$ cat src/rtl/ps2_pkg.sv
// Shared PS/2 definitions: host-transmit FSM states, common command bytes
// and the odd-parity helper used when loading a frame.
package ps2_pkg;

  typedef enum logic [2:0] {
    IDLE      = 3'd0,
    INHIBIT   = 3'd1,
    START     = 3'd2,
    SHIFT     = 3'd3,
    ACK       = 3'd4,
    WAIT_IDLE = 3'd5
  } ps2_tx_state_t;

  localparam logic [7:0] PS2_CMD_SET_LED = 8'hED;
  localparam logic [7:0] PS2_CMD_ECHO    = 8'hEE;
  localparam logic [7:0] PS2_CMD_RESET   = 8'hFF;
  localparam logic [7:0] PS2_ACK_BYTE    = 8'hFA;

  // PS/2 parity is odd: the bit makes the total count of ones odd.
  function automatic logic ps2_odd_parity(input logic [7:0] data);
    return ~^data;
  endfunction

endpackage

$ cat src/rtl/ps2_line_sync.sv
// Two-flop synchroniser for the raw PS/2 clock and data lines, plus a
// falling-edge strobe on the clock line. Shared with the keyboard receiver.
module ps2_line_sync (
  input  logic clk,
  input  logic rst,
  input  logic ps2_clk,
  input  logic ps2_data,
  output logic clk_sync,
  output logic data_sync,
  output logic clk_fall
);

  logic clk_meta, clk_q, clk_prev;
  logic data_meta, data_q;

  // Idle lines are pulled high, so reset to 1 to avoid a false edge.
  always_ff @(posedge clk) begin
    if (rst) begin
      clk_meta  <= 1'b1;
      clk_q     <= 1'b1;
      clk_prev  <= 1'b1;
      data_meta <= 1'b1;
      data_q    <= 1'b1;
    end else begin
      clk_meta  <= ps2_clk;
      clk_q     <= clk_meta;
      clk_prev  <= clk_q;
      data_meta <= ps2_data;
      data_q    <= data_meta;
    end
  end

  assign clk_sync  = clk_q;
  assign data_sync = data_q;
  assign clk_fall  = clk_prev & ~clk_q;

endmodule

$ cat src/rtl/ps2_host_tx.sv
// Host-to-device PS/2 command transmitter: inhibit, request-to-send, shift
// out data/parity/stop on device clock falls, then sample the device ACK.
// Handshake: a byte transfers on any cycle where tx_valid and tx_ready are
// both high; tx_data is only looked at in that cycle.
module ps2_host_tx
  import ps2_pkg::*;
#(
  parameter int INHIBIT_CYCLES = 5000,
  parameter int TIMEOUT_CYCLES = 750000
) (
  input  logic       clk,
  input  logic       rst,
  input  logic       ps2_clk,
  input  logic       ps2_data,
  output logic       ps2_clk_oe,
  output logic       ps2_data_oe,
  input  logic       tx_valid,
  input  logic [7:0] tx_data,
  output logic       tx_ready,
  output logic       busy,
  output logic       done,
  output logic       nack,
  output logic       timeout
);

  localparam int IW = (INHIBIT_CYCLES > 2) ? $clog2(INHIBIT_CYCLES) : 1;
  localparam int TW = (TIMEOUT_CYCLES > 2) ? $clog2(TIMEOUT_CYCLES) : 1;
  localparam logic [IW-1:0] INH_LAST = IW'(INHIBIT_CYCLES - 1);
  localparam logic [TW-1:0] TO_LAST  = TW'(TIMEOUT_CYCLES - 1);

  logic clk_s, data_s, clk_fall;

  ps2_line_sync u_sync (
    .clk       (clk),
    .rst       (rst),
    .ps2_clk   (ps2_clk),
    .ps2_data  (ps2_data),
    .clk_sync  (clk_s),
    .data_sync (data_s),
    .clk_fall  (clk_fall)
  );

  ps2_tx_state_t state_q, state_d;
  logic [8:0]    shift_q, shift_d;
  logic [3:0]    bitcnt_q, bitcnt_d;
  logic [IW-1:0] inh_q, inh_d;
  logic [TW-1:0] to_q, to_d;
  logic          clk_oe_q, clk_oe_d;
  logic          data_oe_q, data_oe_d;
  logic          done_q, done_d;
  logic          nack_q, nack_d;
  logic          timeout_q, timeout_d;
  logic          ack_q, ack_d;
  logic          to_expired;

  always_ff @(posedge clk) begin
    if (rst) begin
      state_q   <= IDLE;
      shift_q   <= '0;
      bitcnt_q  <= '0;
      inh_q     <= '0;
      to_q      <= '0;
      clk_oe_q  <= 1'b0;
      data_oe_q <= 1'b0;
      done_q    <= 1'b0;
      nack_q    <= 1'b0;
      timeout_q <= 1'b0;
      ack_q     <= 1'b0;
    end else begin
      state_q   <= state_d;
      shift_q   <= shift_d;
      bitcnt_q  <= bitcnt_d;
      inh_q     <= inh_d;
      to_q      <= to_d;
      clk_oe_q  <= clk_oe_d;
      data_oe_q <= data_oe_d;
      done_q    <= done_d;
      nack_q    <= nack_d;
      timeout_q <= timeout_d;
      ack_q     <= ack_d;
    end
  end

  // A device edge in the expiry cycle wins, so expiry is only acted on
  // in branches where clk_fall is low.
  assign to_expired = (to_q == TO_LAST);

  always_comb begin
    state_d   = state_q;
    shift_d   = shift_q;
    bitcnt_d  = bitcnt_q;
    inh_d     = inh_q;
    to_d      = to_q;
    data_oe_d = data_oe_q;
    done_d    = 1'b0;
    nack_d    = nack_q;
    timeout_d = timeout_q;
    ack_d     = ack_q;
    case (state_q)
      IDLE: begin
        data_oe_d = 1'b0;
        if (tx_valid) begin
          shift_d = {ps2_odd_parity(tx_data), tx_data};
          inh_d   = '0;
          state_d = INHIBIT;
        end
      end
      INHIBIT: begin
        if (inh_q == INH_LAST) begin
          state_d   = START;
          data_oe_d = 1'b1;
        end else begin
          inh_d = inh_q + 1'b1;
        end
      end
      START: begin
        state_d  = SHIFT;
        bitcnt_d = '0;
        to_d     = '0;
      end
      SHIFT: begin
        if (clk_fall) begin
          to_d     = '0;
          bitcnt_d = bitcnt_q + 4'd1;
          if (bitcnt_q == 4'd9) begin
            data_oe_d = 1'b0;
            state_d   = ACK;
          end else begin
            data_oe_d = ~shift_q[0];
            shift_d   = {1'b0, shift_q[8:1]};
          end
        end else if (to_expired) begin
          state_d   = IDLE;
          data_oe_d = 1'b0;
          done_d    = 1'b1;
          nack_d    = 1'b1;
          timeout_d = 1'b1;
        end else begin
          to_d = to_q + 1'b1;
        end
      end
      ACK: begin
        if (clk_fall) begin
          to_d    = '0;
          ack_d   = data_s;
          state_d = WAIT_IDLE;
        end else if (to_expired) begin
          state_d   = IDLE;
          data_oe_d = 1'b0;
          done_d    = 1'b1;
          nack_d    = 1'b1;
          timeout_d = 1'b1;
        end else begin
          to_d = to_q + 1'b1;
        end
      end
      WAIT_IDLE: begin
        // nack is published only with done so it holds until the next one.
        if (clk_s && data_s) begin
          state_d   = IDLE;
          done_d    = 1'b1;
          nack_d    = ack_q;
          timeout_d = 1'b0;
        end else if (clk_fall) begin
          to_d = '0;
        end else if (to_expired) begin
          state_d   = IDLE;
          data_oe_d = 1'b0;
          done_d    = 1'b1;
          nack_d    = 1'b1;
          timeout_d = 1'b1;
        end else begin
          to_d = to_q + 1'b1;
        end
      end
      default: begin
        state_d   = IDLE;
        data_oe_d = 1'b0;
      end
    endcase
    clk_oe_d = (state_d == INHIBIT) || (state_d == START);
  end

  assign ps2_clk_oe  = clk_oe_q;
  assign ps2_data_oe = data_oe_q;
  assign tx_ready    = (state_q == IDLE);
  assign busy        = ~tx_ready;
  assign done        = done_q;
  assign nack        = nack_q;
  assign timeout     = timeout_q;

endmodule

$ cat config.mk
export PLATFORM = sky130hd
export DESIGN_NAME = ps2_host_tx
export DESIGN_NICKNAME = d
export VERILOG_FILES = /design/src/rtl/ps2_pkg.sv /design/src/rtl/ps2_line_sync.sv /design/src/rtl/ps2_host_tx.sv
export SDC_FILE = /design/constraint.sdc
export NUM_CORES = 1
export LEC_CHECK = 0
export CORE_MARGIN = 1
export CORE_UTILIZATION = 59
export DETAILED_ROUTE_END_ITERATION = 16
export PLACE_DENSITY = 0.88
export REMOVE_ABC_BUFFERS = 1
export SETUP_SLACK_MARGIN = 0.4
export SLEW_MARGIN = 20
export SYNTH_ARGS = -nofsm -noshare
export SYNTH_HDL_FRONTEND = slang
export SYNTH_SLANG_ARGS = --single-unit
$ cat constraint.sdc
create_clock -name clk -period 2.7 [get_ports clk]
set_input_delay 0.54 -clock clk [delete_from_list [all_inputs] [get_ports clk]]
set_output_delay 0.54 -clock clk [all_outputs]
set_load 0.02 [all_outputs]
==> results of run 1 <==
registers in the layout, indices dropped and copies added (netlist names), 3 cells and up:
signal	cells
bitcnt_q	4
inh_q	13
shift_q	9
state_q	3
to_q	20
layer usage:
| layer | vias to the layer above | wire length [um] | track usage |
|---|---|---|---|
| met5 | - | 0 | 0 |
| met4 | 0 | 121 | 0.1047 |
| met3 | 17 | 408 | 0.06640 |
| met2 | 125 | 3544 | 0.4636 |
| met1 | 1316 | 2943 | 0.3148 |
| li1 | 1381 | - | - |
stage by stage:
step                      hold slack (ns)    util  setup slack, ns  cells  power, mW
after floorplan                    0.3895       -           0.5469    357      1.006
after global placement             0.4088  0.6761           0.4492    451      1.059
after detailed placement           0.4089  0.6761           0.4089    451      1.064
after CTS                          0.4267  0.7231           0.4156    467      1.944
after global routing               0.4392  0.7234           0.4445    467      1.990
final                              0.4276  0.7234           0.4928    467      1.939
Yosys cell counts, drive strengths merged, types with 2 or more instances:
master  count
mux2i       2
and3       12
o31ai       2
nand2b      3
nand3      16
nor4b       2
or2         5
clkbuf      6
nor2b       3
xor2       11
a32oi       2
inv         4
or3         7
nor4        2
xnor2      12
o22ai       2
a21oi      36
a311oi      2
a31oi       5
o211ai      5
buf        14
nand2      45
ha          4
nor3       13
or4         6
nand4       9
dfxtp      60
nand3b      5
mux2        2
o21ai      16
and2        2
and4        3
nand4b      2
nor2       48
power groups by stage:
stage | Clock, mW | Sequential [mW] | Combinational [mW]
final | 0.889 | 0.913 | 0.137
after global routing | 0.927 | 0.914 | 0.149
after CTS | 0.898 | 0.912 | 0.135
after detailed placement | 0 | 0.931 | 0.133
after global placement | 0 | 0.930 | 0.129
after floorplan | 0 | 0.933 | 0.0727
cell families (layout without fill, tap and decap cells):
group / count (synthesis) / count (layout)
flip-flops: 60 / 60
AND/OR/NAND/NOR: 185 / 185
multiplexers: 4 / 4
AO/OA/AOI/OAI: 77 / 77
buffers and inverters: 24 / 47
XOR/XNOR: 23 / 23
adder cells (fa/ha/maj): 4 / 4
how the worst max path moves through the flow:
stage,from,to,slack [ns],cells past startpoint
4_1_cts,state_q[2],busy,0.42,3
3_5_place_dp,tx_valid,inh_q[11],0.41,6
5_1_grt,state_q[1],busy,0.44,3
6_report,state_q[1],busy,0.49,3
2_1_floorplan,state_q[2],to_q[19],0.55,5
3_3_place_gp,tx_valid,inh_q[11],0.45,6
worst max-delay path, cell delays in order (launching register included):
cell,delay (ns)
dfxtp_2,0.41
nor3_4,0.31
inv_1,0.06
clkdlybuf4s50_1,0.53
area by class of cell:
| cell class | count | area [um2] |
|---|---|---|
| clock buffer | 11 | 141.4 |
| clock inverter | 5 | 75.07 |
| fill | 354 | 1341 |
| inverter | 4 | 15.01 |
| multi-input combinational | 293 | 1739 |
| sequential | 60 | 1204 |
| tap | 67 | 83.83 |
| timing repair buffer | 27 | 249.0 |
cell usage in the layout, fill, tap and decap left out, types with 11 or more instances in the layout:
| cell type | count |
|---|---|
| dfxtp_1 | 58 |
| a21oi_1 | 34 |
| nand2_1 | 45 |
| xor2_1 | 11 |
| nand3_1 | 16 |
| clkdlybuf4s50_1 | 18 |
| o21ai_0 | 14 |
| xnor2_1 | 12 |
| nor2_1 | 48 |
what timing repair did:
item / CTS / global route
gates cloned: 0 / 0
setup endpoints to repair: 2 / 9
resized for setup: 4 / 1
hold buffers: 0 / 0
==> run_results.csv, run 1 <==
group,metric,value,unit
yosys,synth_xor_area_frac,0.06579,
detailed_routing,drt-pass1-iter-count,6,
yosys,synth_warnings,0,
pwr,intPower,1.502,mW
detailed_routing,routed_wl,7017,um
detailed_routing,drc,0,
run,drv_cap,0,
floorplanning,initial_core_util,0.6315,
timing,hold_viol_final,0,
detailed_routing,vias,2839,
grt,grt_pass1_vias,2578,
yosys,ys_ff_latch,60,
timing,slew_violations,0,
cts,cts_buffer_depth,2,
detailed_routing,first_iter_violations,227,
yosys,synth_ff_type,"dfxtp_1",
yosys,syn_area_per_cell,8.121,um2
timing,rsz0062_at_grt,"no",
cts,cts.sinks,60,
worst_setup_path,r2r_end,"shift_q[4]",
layout,final_cell_area,3507,um2
worst_setup_path,crit_path_end_kind,"output pin",
timing,min_period,2.207,ns
place,gp_congestion,0.8583,
floorplanning,core-area,4848,um2
worst_setup_path,cp_max_fo,13,
detailed_routing,ant_nets,0,
cts,clk_pin_slew,0.07,ns
place,placement.cell_area,3278,um2
pwr,clockPowerShare,0.459,
yosys,ys_types,55,
place,dp_hpwl,4834,um
yosys,synth_top_cell_by_area,"dfxtp_1",
worst_setup_path,required,2.16,ns
pwr,seqPwrFrac,0.471,
pwr,max-vdd-ir-drop,0.5189,mV
timing,setup_viol,0,
cts,h-tree-depth,3,
grt,antenna_found_initial,0,
cts,cts_tree,"built",
grt,grt_max_degree,30,
yosys,ys_seq_area_frac,0.3923,
yosys,netlist_area,3062,um2
floorplanning,row_count,25,
worst_setup_path,critical_path_class,"reg -> out",
worst_setup_path,rrSetupSlack,0.62,ns
worst_setup_path,r2r_start,"state_q[0]",
min_path,min_from,"u_sync.data_meta",
worst_setup_path,start_kind,"flop",
timing,relSlewSlack,0.4678,
cts,post_cts_buffers,0,
layout,drive_above_1_share,0.1100,
detailed_routing,wl_per_cell,15.03,um
floorplanning,ios,20,
yosys,yosysTopAreaCellShare,0.3923,
place,io_buffer_count,19,
detailed_routing,drt-vias-per-instance,6.079,
pwr,combPwrFrac,0.071,
min_path,hp-class,"reg -> reg",
run_status,status,"complete, no violations",
worst_setup_path,cp.arrival,1.67,ns
floorplanning,die_area,5481,um2
min_path,min_to,"u_sync.data_sync",
yosys,synth_edf_count,0,
yosys,async_flop_share,0,
yosys,synthTopCellsByArea,"dfxtp_1 39%, nor2_1 5.9%, a21oi_1 5.6%, nand2_1 5.5%, xnor2_1 3.4%",
yosys,synth_top_family_by_area,"simple AND/OR/NAND/NOR gates",
yosys,synth-simple-area-share,0.3130,
floorplanning,die_h,74.04,um
cts,worstSkewPairLatency,0.35,ns
pwr,p_leak,1.254,nW
grt,grt_pass1_wl,11240,um
timing,tns,0,ns
layout,diodes,0,
pwr,swShare,0.2257,
grt,grt_usage,0.2666,
cts,cts_made_buffers,9,
pwr,power_density,552.9,nW/um2
yosys,synth-compound-area-share,0.1553,
timing,skew,0.01268,ns
cts,ctsRootBufferMaster,"clkbuf_8",
timing,worst_slew_pin_slew,0.7982,ns
min_path,min_path_cells,1,
pwr,switchingPower,0.4376,mW
floorplanning,die_w,74.04,um
grt,overflow,0,
yosys,syn_inst,377,
worst_setup_path,rr_worst_depth,7,
timing,max_freq,0.4531,GHz
layout,area_growth,14.55,%
yosys,synth_mux_area_frac,0.01389,
yosys,synthAdderAreaFrac,0.01635,
layout,num-nets-final,412,
timing,timing.final.crit_share,0.8175,
No activity file was read; power rests on OpenSTA's default activity.
==> inputs of run 2 (changes only) <==
==> constraint.sdc (replaced) <==
create_clock -name clk -period 2.1 [get_ports clk]
set_input_delay 0.42 -clock clk [delete_from_list [all_inputs] [get_ports clk]]
set_output_delay 0.42 -clock clk [all_outputs]
set_load 0.02 [all_outputs]
==> run 2 against run 1 <==
Effect of this change: worst hold slack better by 0.0050 ns; largest cell class unchanged; power grew 29%; die area is the same; worst setup slack got worse by 0.22 ns; critical path depth up 4; combinational power grew 48%; sequential power rose by 29%; clock skew decreased by 0.0048 ns; highest routed layer unchanged; global-route usage is 4.7 points higher; via count up 15%; cell count up 7.5%.
==> run_results.csv, run 2 (same netlist as run 1, synthesis figures left out) <==
group,metric,value,unit
run_status,status,"complete, no violations",
worst_setup_path,crit_path_start,"to_q[0]",
floorplanning,ios,20,
detailed_routing,drc,0,
place,io_buffer_count,19,
floorplanning,core-area,4848,um2
cts,cts_tree,"built",
grt,grt_pass1_vias,2804,
timing,min_period,1.825,ns
floorplanning,die_w,74.04,um
floorplanning,die_h,74.04,um
detailed_routing,first_iter_violations,403,
layout,largest_reg_flops,20,
cts,clk_pin_slew,0.07,ns
place,dp_hpwl,4785,um
grt,overflow,0,
floorplanning,die_area,5481,um2
place,placement.cell_area,3346,um2
place,post-place-ws,-0.01844,ns
cts,cts_buffer_depth,2,
layout,final_cell_mix,"50 x dfxtp_1, 46 x nor2_1, 44 x nand2_1",
cts,cts.sinks,60,
worst_setup_path,critical_path_class,"reg -> reg",
timing,tns,0,ns
cts,worstSkewPairLatency,0.34,ns
pwr,p_leak,1.514,nW
timing,timing.final.crit_share,0.8690,
layout,final_util,0.8175,
layout,layout_commonest_cell,"dfxtp_1",
layout,drive_above_1_share,0.2667,
pwr,power.total,2.494,mW
timing,holdWs,0.4326,ns
detailed_routing,wl_per_cell,19.24,um
min_path,hp-class,"reg -> reg",
layout,final_cell_area,3964,um2
worst_setup_path,r2r_start,"to_q[0]",
pwr,max-vdd-ir-drop,0.5628,mV
worst_setup_path,r2r_end,"to_q[16]",
cts,h-tree-depth,3,
worst_setup_path,cp_max_fo,6,
floorplanning,row_count,25,
timing,worst_slack,0.2750,ns
timing,rsz0062_at_grt,"yes",
layout,regMostFlops,"to_q",
grt,grt_max_degree,30,
cts,cts_made_buffers,9,
pwr,power_density,629.2,nW/um2
layout,area_growth,29.46,%
worst_setup_path,start_kind,"flop",
layout,num-nets-final,448,
timing,relSlewSlack,0.6640,
timing,hold_viol_final,0,
detailed_routing,drt-pass1-iter-count,5,
floorplanning,initial_core_util,0.6315,
worst_setup_path,rr_worst_depth,7,
worst_setup_path,required,2.31,ns
detailed_routing,vias,3266,
detailed_routing,drt-vias-per-instance,6.506,
timing,max_freq,0.5480,GHz
worst_setup_path,crit_path_end,"to_q[16]",
detailed_routing,ant_nets,0,
worst_setup_path,cp.arrival,2.03,ns
grt,grt_pass1_wl,12880,um
timing,skew,0.007917,ns
place,dp.cells,460,
place,gp_congestion,0.9603,
layout,fin_cells,502,
timing,slew_violations,0,
run,drv_cap,0,
worst_setup_path,crit_path_end_kind,"flop",
grt,grt_usage,0.3138,
worst_setup_path,rrSetupSlack,0.28,ns
detailed_routing,routed_wl,9658,um
layout,reg_top3,"to_q x20, inh_q x13, shift_q x9",
cts,ctsRootBufferMaster,"clkbuf_8",
layout,diodes,0,
timing,worst_slew_pin_slew,0.5028,ns
timing,setup_viol,0,
grt,antenna_found_initial,0,
cts,ctsHoldBuffers,0,
==> run 2: metal layers <==
layer,part of all wire,up-vias,global-route usage,routed length [um]
met3,0.080,80,0.05149,777
li1,-,1452,-,-
met4,0.060,0,0.1987,581
met5,0,-,0,0
met1,0.36,1516,0.3626,3513
met2,0.50,218,0.5394,4786
==> run 2: worst max-delay path: stages, from the launching register on <==
cell and delay, ns:
dfxtp_2 0.33, ha_1 0.20, and3_4 0.19, and3_4 0.18
and3_4 0.17, buf_4 0.16, o21ai_0 0.33, a21oi_2 0.13
==> run 2: final cells by class <==
class | instances | area, um2
Multi-Input combinational cell | 295 | 1933
Sequential cell | 60 | 1224
Fill cell | 251 | 884.6
Timing Repair Buffer | 61 | 503.0
Clock buffer | 10 | 127.6
Tap cell | 67 | 83.83
Clock inverter | 5 | 77.57
Inverter | 4 | 15.01
==> run 2: where the power goes <==
group	internal (mW)	switching (mW)
combinational	0.0918	0.112
clock	0.657	0.458
sequential	1.16	0.0186
==> run 2: what timing repair did <==
action,in CTS,in global routing
pin swaps,8,14
endpoints found under the setup margin,22,33
gates resized for setup,29,41
setup buffers,12,13
gates cloned,1,1
==> run 2: how the worst min path moves through the flow <==
stage | startpoint | to | slack (ns) | cells past startpoint
2_1_floorplan | u_sync.clk_meta | u_sync.clk_sync | 0.39 | 1
3_3_place_gp | u_sync.data_meta | u_sync.data_sync | 0.42 | 1
3_5_place_dp | u_sync.data_meta | u_sync.data_sync | 0.41 | 1
4_1_cts | u_sync.data_meta | u_sync.data_sync | 0.43 | 1
5_1_grt | u_sync.data_meta | u_sync.data_sync | 0.44 | 1
6_report | u_sync.data_meta | u_sync.data_sync | 0.43 | 1
==> inputs of run 3 (changes only) <==
--- a/config.mk
+++ b/config.mk
@@ -10,7 +10,6 @@
 export DETAILED_ROUTE_END_ITERATION = 16
 export PLACE_DENSITY = 0.88
 export REMOVE_ABC_BUFFERS = 1
-export SETUP_SLACK_MARGIN = 0.4
 export SLEW_MARGIN = 20
 export SYNTH_ARGS = -nofsm -noshare
 export SYNTH_HDL_FRONTEND = slang
==> run 3 against run 2 <==
Effect of this change: fmax fell by 11%; sequential share of layout area is 2.9 points higher; worst setup slack worse by 0.22 ns; utilization decreased by 8.4 points; register-to-register slack got worse by 0.15 ns; worst hold slack improved by 0.0015 ns; die area is the same; non-clock buffer count decreased by 25; routed wire length fell by 28%; via count down 13%; largest power group unchanged; highest routed layer unchanged.
==> run_results.csv, run 3 (same netlist as run 1, synthesis figures left out) <==
group,metric,value,unit
timing,min_period,2.045,ns
layout,largest_reg_flops,20,
layout,diodes,0,
layout,seqCellArea,1201,um2
run,drv_cap,0,
pwr,clockPowerShare,0.449,
layout,area_growth,16.10,%
cts,worstSkewPairLatency,0.34,ns
layout,fin_cells,475,
cts,ctsRootBufferMaster,"clkbuf_8",
pwr,seqPwrFrac,0.478,
layout,final_cell_mix,"60 x dfxtp_1, 48 x nor2_1, 45 x nand2_1",
cts,cts_made_buffers,9,
timing,relSlewSlack,0.6486,
timing,slew_violations,0,
worst_setup_path,rr_worst_depth,7,
timing,hold_viol_final,0,
cts,cts_tree,"built",
worst_setup_path,required,1.68,ns
detailed_routing,routed_wl,6949,um
floorplanning,initial_core_util,0.6315,
layout,drive_above_1_share,0.1225,
pwr,swShare,0.2271,
floorplanning,core-area,4848,um2
detailed_routing,drt-pass1-iter-count,5,
worst_setup_path,critPathBufInv,2,
pwr,switchingPower,0.5582,mW
place,io_buffer_count,19,
cts,post_cts_buffers,0,
timing,skew,0.006834,ns
layout,final_util,0.7332,
pwr,p_leak,1.283,nW
floorplanning,die_w,74.04,um
timing,setup_viol,0,
worst_setup_path,critical_path_depth,3,
place,dp_hpwl,4785,um
worst_setup_path,crit_path_end_kind,"output pin",
detailed_routing,first_iter_violations,194,
worst_setup_path,slowest_delay,0.53,ns
cts,clk_pin_slew,0.07,ns
grt,grt_max_degree,30,
grt,antenna_found_initial,0,
detailed_routing,vias,2829,
pwr,max-vdd-ir-drop,0.5379,mV
detailed_routing,drt-vias-per-instance,5.956,
layout,multiInputGateArea,1733,um2
timing,timing.final.crit_share,0.9736,
timing,holdWs,0.4340,ns
worst_setup_path,critical_path_class,"reg -> out",
cts,cts_buffer_depth,2,
place,gp_congestion,0.9603,
layout,num-nets-final,421,
timing,rsz0062_at_grt,"no",
worst_setup_path,worstPathCellList,"nor3_2, inv_1, clkdlybuf4s50_1",
detailed_routing,wl_per_cell,14.63,um
pwr,power.total,2.457,mW
floorplanning,die_area,5481,um2
grt,grt_pass1_wl,11580,um
cts,h-tree-depth,3,
min_path,hp-class,"reg -> reg",
run_status,status,"complete, no violations",
floorplanning,row_count,25,
worst_setup_path,cp_slowest_cell,"clkdlybuf4s50_1",
timing,max_freq,0.4891,GHz
place,dp.cells,460,
min_path,min_path_cells,1,
grt,overflow,0,
layout,layout_commonest_cell,"dfxtp_1",
grt,grt_usage,0.2765,
pwr,combPwrFrac,0.073,
floorplanning,die_h,74.04,um
detailed_routing,drc,0,
cts,cts.sinks,60,
layout,reg_top3,"to_q x20, inh_q x13, shift_q x9",
worst_setup_path,start_kind,"flop",
floorplanning,ios,20,
worst_setup_path,cp.arrival,1.62,ns
grt,grt_pass1_vias,2615,
timing,worst_slew_pin_slew,0.5243,ns
worst_setup_path,cp_max_fo,8,
detailed_routing,ant_nets,0,
layout,n_fill_cell,344,
pwr,intPower,1.899,mW
layout,regMostFlops,"to_q",
pwr,power_density,691.3,nW/um2
worst_setup_path,cp_top_family,"buffers and inverters",
## run 3: worst reg2reg max path, stage by stage (launching register included)
cell and delay [ns]:
dfxtp_1 0.52, buf_4 0.21, nand2b_1 0.11, o21ai_1 0.15, buf_4 0.21, nand4_1 0.14, or3_1 0.34, a21oi_1 0.20
## run 3: routing by layer
layer,track usage,part of all wire
met1,0.3297,0.44
met2,0.4778,0.49
met3,0.04878,0.044
met4,0.1389,0.017
met5,0,0
## run 3: layout make-up
cell class	count	share of cell area
Clock buffer	10	0.03590
Clock inverter	5	0.02182
Inverter	4	0.004224
Multi-Input combinational cell	293	0.4875
Sequential cell	60	0.3379
Tap cell	67	0.02358
Timing Repair Buffer	36	0.08905
## run 3: final timing paths
kind                            slack [ns]             start               end
worst max register to register        0.13        state_q[1]          to_q[16]
worst max-delay path                  0.06        state_q[1]              busy
worst min-delay path                  0.43  u_sync.data_meta  u_sync.data_sync
worst min register to register        0.43  u_sync.data_meta  u_sync.data_sync
## run 3: power by group through the flow
| stage | Sequential, mW | Clock (mW) | Combinational [mW] |
|---|---|---|---|
| finish | 1.17 | 1.10 | 0.181 |
| global route | 1.18 | 1.16 | 0.195 |
| CTS | 1.17 | 1.11 | 0.179 |
| detailed placement | 1.20 | 0 | 0.178 |
| global placement | 1.20 | 0 | 0.174 |
| floorplan | 1.20 | 0 | 0.0935 |
## run 3: metrics by stage
step | instance area (um2) | worst slack (ns) | TNS, ns
floorplan | 2944 | -0.05312 | -0.05312
global placement | 3346 | 0.03465 | 0
detailed placement | 3346 | -0.01844 | -0.02967
CTS | 3555 | 0.06208 | 0
global route | 3555 | 0.002095 | 0
finish | 3555 | 0.05544 | 0
## run 3: what timing repair did
action	4_1_cts	5_1_grt
hold buffers	0	0
endpoints found under the setup margin	2	0
resized for setup	2	0
